[src/rtl/spi_rx_pkg.sv]
// Shared types and helpers for the SPI slave receiver: FSM states, SPI mode
// encodings, default CRC constants and the bitwise CRC update function.
package spi_rx_pkg;

  typedef enum logic [1:0] {
    IDLE  = 2'd0,
    ARMED = 2'd1,
    DONE  = 2'd2
  } spi_rx_state_t;

  localparam logic [1:0] MODE0 = 2'b00;
  localparam logic [1:0] MODE1 = 2'b01;
  localparam logic [1:0] MODE2 = 2'b10;
  localparam logic [1:0] MODE3 = 2'b11;

  localparam int         CRC_WIDTH_DEF = 8;
  localparam logic [7:0] CRC_POLY_DEF  = 8'h2F;
  localparam logic [7:0] CRC_INIT_DEF  = 8'hFF;
  localparam logic [7:0] CRC_FINAL_DEF = 8'hFF;

  // MSB-first CRC over data_w bits of word; poly carries no implicit top bit.
  function automatic logic [31:0] crc_update(
    input logic [31:0] crc,
    input logic [31:0] word,
    input int          crc_w,
    input int          data_w,
    input logic [31:0] poly
  );
    logic [31:0] mask;
    logic [31:0] c;
    logic        fb;
    mask = (32'h1 << crc_w) - 32'h1;
    c    = crc & mask;
    for (int i = data_w - 1; i >= 0; i--) begin
      fb = c[5'(crc_w - 1)] ^ word[5'(i)];
      c  = (c << 1) & mask;
      if (fb) begin
        c = c ^ (poly & mask);
      end
    end
    return c;
  endfunction

endpackage

[src/rtl/spi_rx_sync.sv]
// Two-flop synchroniser for one asynchronous SPI pin; RST_VAL sets the
// value held during reset (1 for chip select, 0 for the others).
module spi_rx_sync #(
  parameter logic RST_VAL = 1'b0
) (
  input  logic clk,
  input  logic rstb,
  input  logic d_i,
  output logic q_o
);

  logic meta_q;
  logic sync_q;

  always_ff @(posedge clk or negedge rstb) begin
    if (!rstb) begin
      meta_q <= RST_VAL;
      sync_q <= RST_VAL;
    end else begin
      meta_q <= d_i;
      sync_q <= meta_q;
    end
  end

  assign q_o = sync_q;

endmodule

[src/rtl/spi_slave_rx.sv]
// SPI slave receive front-end: oversampled pins, LSB-first deserialiser,
// valid/ready word output and per-frame status. Frame CRC check is built
// only when SPI_RX_CRC_EN is defined; otherwise crc_ok is tied low.
module spi_slave_rx
  import spi_rx_pkg::*;
#(
  parameter int                   DATA_WIDTH = 8,
  parameter int                   CRC_WIDTH  = CRC_WIDTH_DEF,
  parameter logic [CRC_WIDTH-1:0] CRC_POLY   = CRC_WIDTH'(CRC_POLY_DEF),
  parameter logic [CRC_WIDTH-1:0] CRC_INIT   = CRC_WIDTH'(CRC_INIT_DEF),
  parameter logic [CRC_WIDTH-1:0] CRC_FINAL  = CRC_WIDTH'(CRC_FINAL_DEF),
  parameter int                   CNT_WIDTH  = 8
) (
  input  logic                  clk,
  input  logic                  rstb,
  input  logic [1:0]            cfg_mode,
  input  logic                  sclk,
  input  logic                  mosi,
  input  logic                  csb,
  output logic [DATA_WIDTH-1:0] rx_data,
  output logic                  rx_valid,
  input  logic                  rx_ready,
  output logic                  frame_done,
  output logic [CNT_WIDTH-1:0]  frame_words,
  output logic                  frame_err,
  output logic                  overrun,
  output logic                  crc_ok
);

  localparam int BCW = (DATA_WIDTH > 1) ? $clog2(DATA_WIDTH) : 1;

  logic sclk_s;
  logic mosi_s;
  logic csb_s;
  logic sclk_d1_q;

  spi_rx_sync #(.RST_VAL(1'b0)) u_sync_sclk (.clk(clk), .rstb(rstb), .d_i(sclk), .q_o(sclk_s));
  spi_rx_sync #(.RST_VAL(1'b0)) u_sync_mosi (.clk(clk), .rstb(rstb), .d_i(mosi), .q_o(mosi_s));
  spi_rx_sync #(.RST_VAL(1'b1)) u_sync_csb  (.clk(clk), .rstb(rstb), .d_i(csb),  .q_o(csb_s));

  spi_rx_state_t         state_q, state_d;
  logic [1:0]            mode_q, mode_d;
  logic [BCW-1:0]        bit_cnt_q, bit_cnt_d;
  logic [DATA_WIDTH-1:0] shift_q, shift_d;
  logic [DATA_WIDTH-1:0] rx_data_q, rx_data_d;
  logic                  rx_valid_q, rx_valid_d;
  logic [CNT_WIDTH-1:0]  word_cnt_q, word_cnt_d;
  logic                  overrun_q, overrun_d;
  logic [CNT_WIDTH-1:0]  frame_words_q, frame_words_d;
  logic                  frame_err_q, frame_err_d;
`ifdef SPI_RX_CRC_EN
  logic [CRC_WIDTH-1:0]  crc_q, crc_d;
  logic [CRC_WIDTH-1:0]  crc_prev_q, crc_prev_d;
  logic [DATA_WIDTH-1:0] last_word_q, last_word_d;
  logic                  crc_ok_q, crc_ok_d;
`endif

  logic                  sample_on_rise;
  logic                  sample_edge;
  logic                  handshake;
  logic [DATA_WIDTH-1:0] word_full;

  assign sample_on_rise = (mode_q == MODE0) || (mode_q == MODE3);
  assign sample_edge    = sample_on_rise ? (sclk_s & ~sclk_d1_q) : (~sclk_s & sclk_d1_q);
  assign handshake      = rx_valid_q & rx_ready;

  always_comb begin
    state_d       = state_q;
    mode_d        = mode_q;
    bit_cnt_d     = bit_cnt_q;
    shift_d       = shift_q;
    rx_data_d     = rx_data_q;
    rx_valid_d    = rx_valid_q;
    word_cnt_d    = word_cnt_q;
    overrun_d     = overrun_q;
    frame_words_d = frame_words_q;
    frame_err_d   = frame_err_q;
`ifdef SPI_RX_CRC_EN
    crc_d         = crc_q;
    crc_prev_d    = crc_prev_q;
    last_word_d   = last_word_q;
    crc_ok_d      = crc_ok_q;
`endif
    word_full                 = shift_q;
    word_full[DATA_WIDTH-1]   = mosi_s;

    // The consumer may drain the holding register in any state.
    if (handshake) begin
      rx_valid_d = 1'b0;
    end

    case (state_q)
      IDLE: begin
        mode_d = cfg_mode;
        if (!csb_s) begin
          state_d    = ARMED;
          bit_cnt_d  = '0;
          word_cnt_d = '0;
          overrun_d  = 1'b0;
`ifdef SPI_RX_CRC_EN
          crc_d      = CRC_INIT;
          crc_prev_d = CRC_INIT;
`endif
        end
      end
      ARMED: begin
        if (csb_s) begin
          state_d       = DONE;
          frame_words_d = word_cnt_q;
          frame_err_d   = (bit_cnt_q != '0);
`ifdef SPI_RX_CRC_EN
          crc_ok_d      = (word_cnt_q >= CNT_WIDTH'(2)) &&
                          ((crc_prev_q ^ CRC_FINAL) == last_word_q[CRC_WIDTH-1:0]);
`endif
        end else if (sample_edge) begin
          if (bit_cnt_q == BCW'(DATA_WIDTH - 1)) begin
            bit_cnt_d = '0;
            // A same-cycle handshake frees the holding register for the new word.
            if (!rx_valid_q || handshake) begin
              rx_data_d  = word_full;
              rx_valid_d = 1'b1;
            end else begin
              overrun_d = 1'b1;
            end
            if (word_cnt_q != '1) begin
              word_cnt_d = word_cnt_q + 1'b1;
            end
`ifdef SPI_RX_CRC_EN
            crc_prev_d  = crc_q;
            crc_d       = CRC_WIDTH'(crc_update(32'(crc_q), 32'(word_full), CRC_WIDTH,
                                                DATA_WIDTH, 32'(CRC_POLY)));
            last_word_d = word_full;
`endif
          end else begin
            shift_d[bit_cnt_q] = mosi_s;
            bit_cnt_d          = bit_cnt_q + 1'b1;
          end
        end
      end
      DONE: begin
        state_d = IDLE;
      end
      default: begin
        state_d = IDLE;
      end
    endcase
  end

  always_ff @(posedge clk or negedge rstb) begin
    if (!rstb) begin
      state_q       <= IDLE;
      sclk_d1_q     <= 1'b0;
      mode_q        <= 2'b11;
      bit_cnt_q     <= '0;
      shift_q       <= '0;
      rx_data_q     <= '0;
      rx_valid_q    <= 1'b0;
      word_cnt_q    <= '0;
      overrun_q     <= 1'b0;
      frame_words_q <= '0;
      frame_err_q   <= 1'b0;
`ifdef SPI_RX_CRC_EN
      crc_q         <= CRC_INIT;
      crc_prev_q    <= CRC_INIT;
      last_word_q   <= '0;
      crc_ok_q      <= 1'b0;
`endif
    end else begin
      state_q       <= state_d;
      sclk_d1_q     <= sclk_s;
      mode_q        <= mode_d;
      bit_cnt_q     <= bit_cnt_d;
      shift_q       <= shift_d;
      rx_data_q     <= rx_data_d;
      rx_valid_q    <= rx_valid_d;
      word_cnt_q    <= word_cnt_d;
      overrun_q     <= overrun_d;
      frame_words_q <= frame_words_d;
      frame_err_q   <= frame_err_d;
`ifdef SPI_RX_CRC_EN
      crc_q         <= crc_d;
      crc_prev_q    <= crc_prev_d;
      last_word_q   <= last_word_d;
      crc_ok_q      <= crc_ok_d;
`endif
    end
  end

  assign rx_data     = rx_data_q;
  assign rx_valid    = rx_valid_q;
  assign frame_done  = (state_q == DONE);
  assign frame_words = frame_words_q;
  assign frame_err   = frame_err_q;
  assign overrun     = overrun_q;
`ifdef SPI_RX_CRC_EN
  assign crc_ok      = crc_ok_q;
`else
  assign crc_ok      = 1'b0;
`endif

endmodule

[config.mk]
export PLATFORM = sky130hd
export DESIGN_NAME = spi_slave_rx
export DESIGN_NICKNAME = d
export VERILOG_FILES = /design/src/rtl/spi_rx_pkg.sv /design/src/rtl/spi_rx_sync.sv /design/src/rtl/spi_slave_rx.sv
export SDC_FILE = /design/constraint.sdc
export NUM_CORES = 1
export LEC_CHECK = 0
export ABC_AREA = 1
export CAP_MARGIN = 20
export CORE_MARGIN = 5
export CORE_UTILIZATION = 54
export DETAILED_ROUTE_END_ITERATION = 6
export MAX_ROUTING_LAYER = met4
export PLACE_DENSITY = 0.76
export SYNTH_ARGS = -nofsm -noshare
export SYNTH_HDL_FRONTEND = slang
export SYNTH_SLANG_ARGS = --single-unit
[constraint.sdc]
create_clock -name clk -period 1.7 [get_ports clk]
set_clock_uncertainty 0.05 [all_clocks]
set_input_delay 0.34 -clock clk [delete_from_list [all_inputs] [get_ports clk]]
set_output_delay 0.34 -clock clk [all_outputs]
set_load 0.005 [all_outputs]
=== Word-level counts from Yosys, hierarchy flattened ===
Cells that the tools add are included.
Widths: inputs -> output; s select.

* Register bits: 49
* Bits of input ports: 8
* Output and inout bits: 21
* Word-level logic and storage cells: 85

* Add/sub/neg operators: 2
* Order comparisons: 2
* Eq/ne operators: 12
* Multiplexer cells: 30
* Bitwise logic cells: 7
* Reductions and logical operators: 15

{| class="wikitable"
|+ Operator list
! kind !! number
|-
| $mux 8 || 5
|-
| $pmux 8 s2 || 1
|-
| $mux 1 || 13
|-
| $mux 3 || 4
|-
| $ne 2x2->1 const B || 6
|-
| $reduce_and 6->1 || 2
|-
| $add 8x1->8 const B || 1
|-
| $bwmux 8 || 1
|-
| $ne 8x8->1 const B || 1
|-
| $reduce_and 4->1 || 2
|-
| $pmux 3 s2 || 1
|-
| $reduce_and 5->1 || 1
|-
| $eq 2x2->1 const B || 2
|-
| $logic_not 2->1 || 2
|-
| $lt 3x4->1 const B || 1
|-
| $mux 2 || 2
|-
| $not 1->1 || 4
|-
| $pmux 2 s2 || 1
|-
| $reduce_and 2->1 || 2
|-
| $add 3x1->3 const B || 1
|-
| $and 1x1->1 || 3
|-
| $demux 1 s3 || 1
|-
| $eq 3x3->1 const B || 1
|-
| $ge 3x1->1 const B || 1
|-
| 8 further kinds || 9
|}

=== Longest topological paths before layout ===
* Word-level depth: 7
* Depth in mapped cells: 10
* Depth with buffers taken out: 10

=== Hierarchy ===
From an unflattened synthesis, not the netlist that was laid out.

* Cells, all modules: 279
* Area total of the unflattened synthesis: 2331.0 um2

{| class="wikitable"
|+ Modules (own cells, without submodules)
! module !! instances !! cells each !! area an instance (um2)
|-
| spi_slave_rx || 1 || 273 || 2178.3
|-
| spi_rx_sync (u_sync_mosi ...) || 2 || 2 || 50.0
|-
| spi_rx_sync (u_sync_csb) || 1 || 2 || 52.6
|}

=== Least setup slack after synthesis ===
OpenSTA, ideal clock, no wires.

* Path type: register -> register
* Start point: register bit_cnt_q[0]
* End point: register rx_data_q[0] (netlist: rx_data[0])
* Library setup time: 0.117 ns
* Arrival: 1.324 ns
* Data required time: 1.533 ns
* Slack: 0.209 ns
* Stages on the path, launching flop included: 9
* Path buffers: 1
* Period minus slack after synthesis: 1.491 ns
* Cell sequence: dfrtp_1 -> ha_1 -> ha_1 -> inv_1 -> nor2_1 -> nand2_2 -> buf_6 -> nand2_1 -> o21ai_2

* Word-level cells in the longest chain between the ends: 2

{| class="wikitable"
|+ RTL lines
! element !! RTL line !! text
|-
| from (decl) || spi_slave_rx.sv:43 || <nowiki>logic [BCW-1:0] bit_cnt_q, bit_cnt_d;</nowiki>
|-
| from (signal assigned) || spi_slave_rx.sv:172 || <nowiki>bit_cnt_q <= bit_cnt_d;</nowiki>
|-
| $eq 3x3->1 || spi_slave_rx.sv:116 || <nowiki>if (bit_cnt_q == BCW'(DATA_WIDTH - 1)) begin</nowiki>
|-
| $reduce_and 5->1 (no source line) || n/a ||
|-
| to (signal assigned) || spi_slave_rx.sv:174 || <nowiki>rx_data_q <= rx_data_d;</nowiki>
|-
| to (decl) || spi_slave_rx.sv:45 || <nowiki>logic [DATA_WIDTH-1:0] rx_data_q, rx_data_d;</nowiki>
|}

Every way passes these cells.
A chain may end at the register's enable or synchronous reset.

=== Final worst setup path ===
* Start point: register mode_q[0]
* End point: register shift_q[5]

* Word-level cells in the longest chain between the ends: 4
* Elaborated cells on any way between the ends: 5

{| class="wikitable"
|+ RTL lines
! element !! RTL line !! text
|-
| from (decl) || spi_slave_rx.sv:42 || <nowiki>logic [1:0] mode_q, mode_d;</nowiki>
|-
| from (signal assigned) || spi_slave_rx.sv:171 || <nowiki>mode_q <= mode_d;</nowiki>
|-
| $eq 2x2->1 / $logic_not 2->1 (equally long branches) || spi_slave_rx.sv:63 || <nowiki>assign sample_on_rise = (mode_q == MODE0) || (mode_q == MODE3);</nowiki>
|-
| $logic_or 1x1->1 * || spi_slave_rx.sv:63 ||
|-
| $mux 1 * || spi_slave_rx.sv:64 || <nowiki>assign sample_edge = sample_on_rise ? (sclk_s & ~sclk_d1_q) : (~sclk_s & sclk_d1_q);</nowiki>
|-
| $reduce_and 4->1 (no source line) * || n/a ||
|-
| to (signal assigned) || spi_slave_rx.sv:173 || <nowiki>shift_q <= shift_d;</nowiki>
|-
| to (decl) || spi_slave_rx.sv:44 || <nowiki>logic [DATA_WIDTH-1:0] shift_q, shift_d;</nowiki>
|}

Mark *: on every way between the ends. The rest lies on a longest branch, timed or not.

==> flow_summary.yaml <==
timing:
  hold_viol: 0
  final-max-slew-violation-count: 0
  setup_tns_ns: 0
  fmax_ghz: 0.614
  fin_crit_sh_pct: 95.7
  setup_viol: 0
  period_needed_ns: 1.63
power_and_ir_drop:
  power_density_nw_per_um2: 931
  finalPower_mw: 2.63
  seqPwrFrac_pct: 49.8
  pwr-share-comb_pct: 16.6
  swShare_pct: 25.9
  p_switching_mw: 0.682
  leakagePower_nw: 1.43
  irDropWorstVdd_uv: 628
  p_int_mw: 1.95
  pwr-share-clk_pct: 33.6
floorplanning:
  fp.dieH_um: 74.8
  ios: 29
  core_um2: 4030
  die_w_um: 74.8
  num_rows: 23
  initial_core_util_pct: 56.2
  dieArea_um2: 5590
worst_setup_path:
  crit_cells: 10
  cp.arrival_ns: 1.78
  crit_start: "mode_q[0]"
  critPathKind: "flip-flop to flip-flop"
  worstPathRequired_ns: 1.85
  endpoint: "shift_q[5]"
  r2r_slack_ns: 0.07
  path_max_fanout: 7
  cp_num_buf_inv: 2
  reg2reg_from: "mode_q[0]"
  path_cells: "inv_1 > nand2_2 > nand2_1 > nand2_2 > nand2_2 > nor2_4 > buf_6 > nand3_1 > nand2_1 > nand2_1"
  cp-start-kind: "flip-flop"
  critPathMaxStageDelay_ns: 0.54
  slowest_stage: "dfstp_2"
  rr_endpoint: "shift_q[5]"
  r2r_cells: 10
  crit_path_end_kind: "flip-flop"
  path_delay_family: "simple AND/OR/NAND/NOR gates"
synth:
  syn_area_um2: 2260
  async_flop_share_pct: 100
  ys_seq_area_share_pct: 53.3
  synth.avg_cell_area_um2: 8.27
  synth.largest_area_cell: "dfrtp_1"
  synthFlopType: "dfrtp_1"
  yosys_warnings: 0
  synth.top_cells.by_area: "dfrtp_1 (49%), nand2_1 (15%), nand3_1 (5.3%), inv_1 (5.1%), dfstp_2 (4.6%)"
  synth_nets: 287
  synth_most_common_cell: "nand2_1"
  ys_ff_latch: 48
  ys_types: 26
  yosys-top-cells-count: "nand2_1 (90), dfrtp_1 (44), inv_1 (31), nor2_1 (25), nand3_1 (24)"
  netlist.area_leader.share_pct: 48.6
  synth-edff-count: 0
  synthCells: 274
flow_run:
  cap_violations: 0
drt:
  ant_nets: 0
  first_iter_violations: 103
  drcViolationCount: 0
  avgViaCountPerCell: 5.09
  wl_um: 4570
  vias: 1877
  avgRoutedWirePerCell_um: 12.4
  drt_first_pass_iters: 4
min_path:
  hold_path_class: "flip-flop to flip-flop"
layout:
  num-nets-final: 331
  drive_above_1_share_pct: 14.4
  seq_area_um2: 1210
  multi_input_area_um2: 915
  final_util_pct: 70.2
  synthToLayoutAreaGrowth_pct: 24.9
  fillerInstances: 322
  antenna_cells: 0
  fin_area_um2: 2830
grt:
  grt_start_max_net_pins: 49
  grtUsageTotal_pct: 18.4
  grt_pass1_wl_um: 7590
  antenna_found_initial: 0
  grt_overflow: 0
  grt_pass1_vias: 1762
placement:
  port_buffers: 27
  placed_cell_area_um2: 2630
  finalWeightedCongestion: 0.911
  dp_hpwl_um: 3190
cts:
  insertion_delay_ns: 0.30
  cts_root_buf: "clkbuf_8"
  cts_tree: "built"
  cts.sinks: 48
  htreeDepth: 2
  path_clk_slew_ns: 0.08
  cts_buffers: 5
  ctsLongestPathBuffers: 2
status:
  outcome: "complete, no violations"
==> cells in the final DEF (no fill, tap or decap), types with 5 or more instances in the layout <==
master and n:
nand2_2 6, o21ai_0 12, ha_1 5, dfrtp_1 44, clkbuf_8 7, buf_4 12
nand2_1 87, nor2_1 22, nand3_1 24, inv_1 31, clkdlybuf4s50_1 25, nand4_1 9
==> worst min path at each step <==
stage,depth (start not counted),slack [ns],startpoint,to
after floorplan,0,-0.006,rstb,bit_cnt_q[0]
after global placement,0,0.28,u_sync_sclk.meta_q,u_sync_sclk.q_o
after detailed placement,0,0.28,u_sync_sclk.meta_q,u_sync_sclk.q_o
after CTS,0,0.30,u_sync_sclk.meta_q,u_sync_sclk.q_o
after global routing,0,0.31,u_sync_sclk.meta_q,u_sync_sclk.q_o
final,0,0.30,u_sync_sclk.meta_q,u_sync_sclk.q_o
==> what timing repair did <==
action | CTS | global route
hold buffers | 1 | 0
pin swaps | 0 | 1
cloned | 0 | 1
endpoints found under the setup margin | 1 | 12
resized for setup | 1 | 9
hold endpoints to repair | 44 | 0
setup buffers | 2 | 3
==> state kept, by name, indices dropped and copies added (netlist names), 2 cells and up <==
signal       cells
bit_cnt_q        3
rx_data          8
frame_words      8
shift_q          7
mode_q           2
word_cnt_q       8
state_q          2
==> cells by family after synthesis <==
group | Yosys count | synth area share [%]
simple gates | 160 | 30.9
buf+inv | 38 | 7.24
fa+ha+maj | 5 | 2.76
flops | 48 | 53.3
compound gates | 21 | 5.25
xor+xnor | 1 | 0.387
other cells | 1 | 0.166
==> area by class of cell <==
class,instances,area share (%)
Clock buffer,7,3.41
Clock inverter,1,1.06
Inverter,33,4.38
Multi-Input combinational cell,188,32.3
Sequential cell,48,42.6
Tap cell,50,2.21
Timing Repair Buffer,42,14.0
==> stage by stage <==
step / hold slack, ns / cells / worst slack [ns]
global placement: 0.282 / 354 / 0.136
floorplan: -0.00559 / 274 / 0.209
finish: 0.301 / 369 / 0.0723
CTS: 0.303 / 365 / 0.0836
global route: 0.313 / 369 / -0.0301
detailed placement: 0.285 / 354 / 0.0969
==> routing by layer <==
layer,wire (um),global-route usage [%],share of wire [%]
met5,0,-,0
met4,48,6.52,1.1
met3,200,3.60,4.4
met2,2240,29.5,49
met1,2080,23.5,46
==> power groups by stage <==
stage | Clock [mW] | Sequential, mW | Combinational, mW
6_report | 0.885 | 1.31 | 0.438
2_1_floorplan | 0 | 1.32 | 0.239
3_3_place_gp | 0 | 1.33 | 0.400
4_1_cts | 0.903 | 1.31 | 0.422
5_1_grt | 0.947 | 1.32 | 0.498
3_5_place_dp | 0 | 1.33 | 0.410
Note: power is estimated with default switching activity, not from simulation.
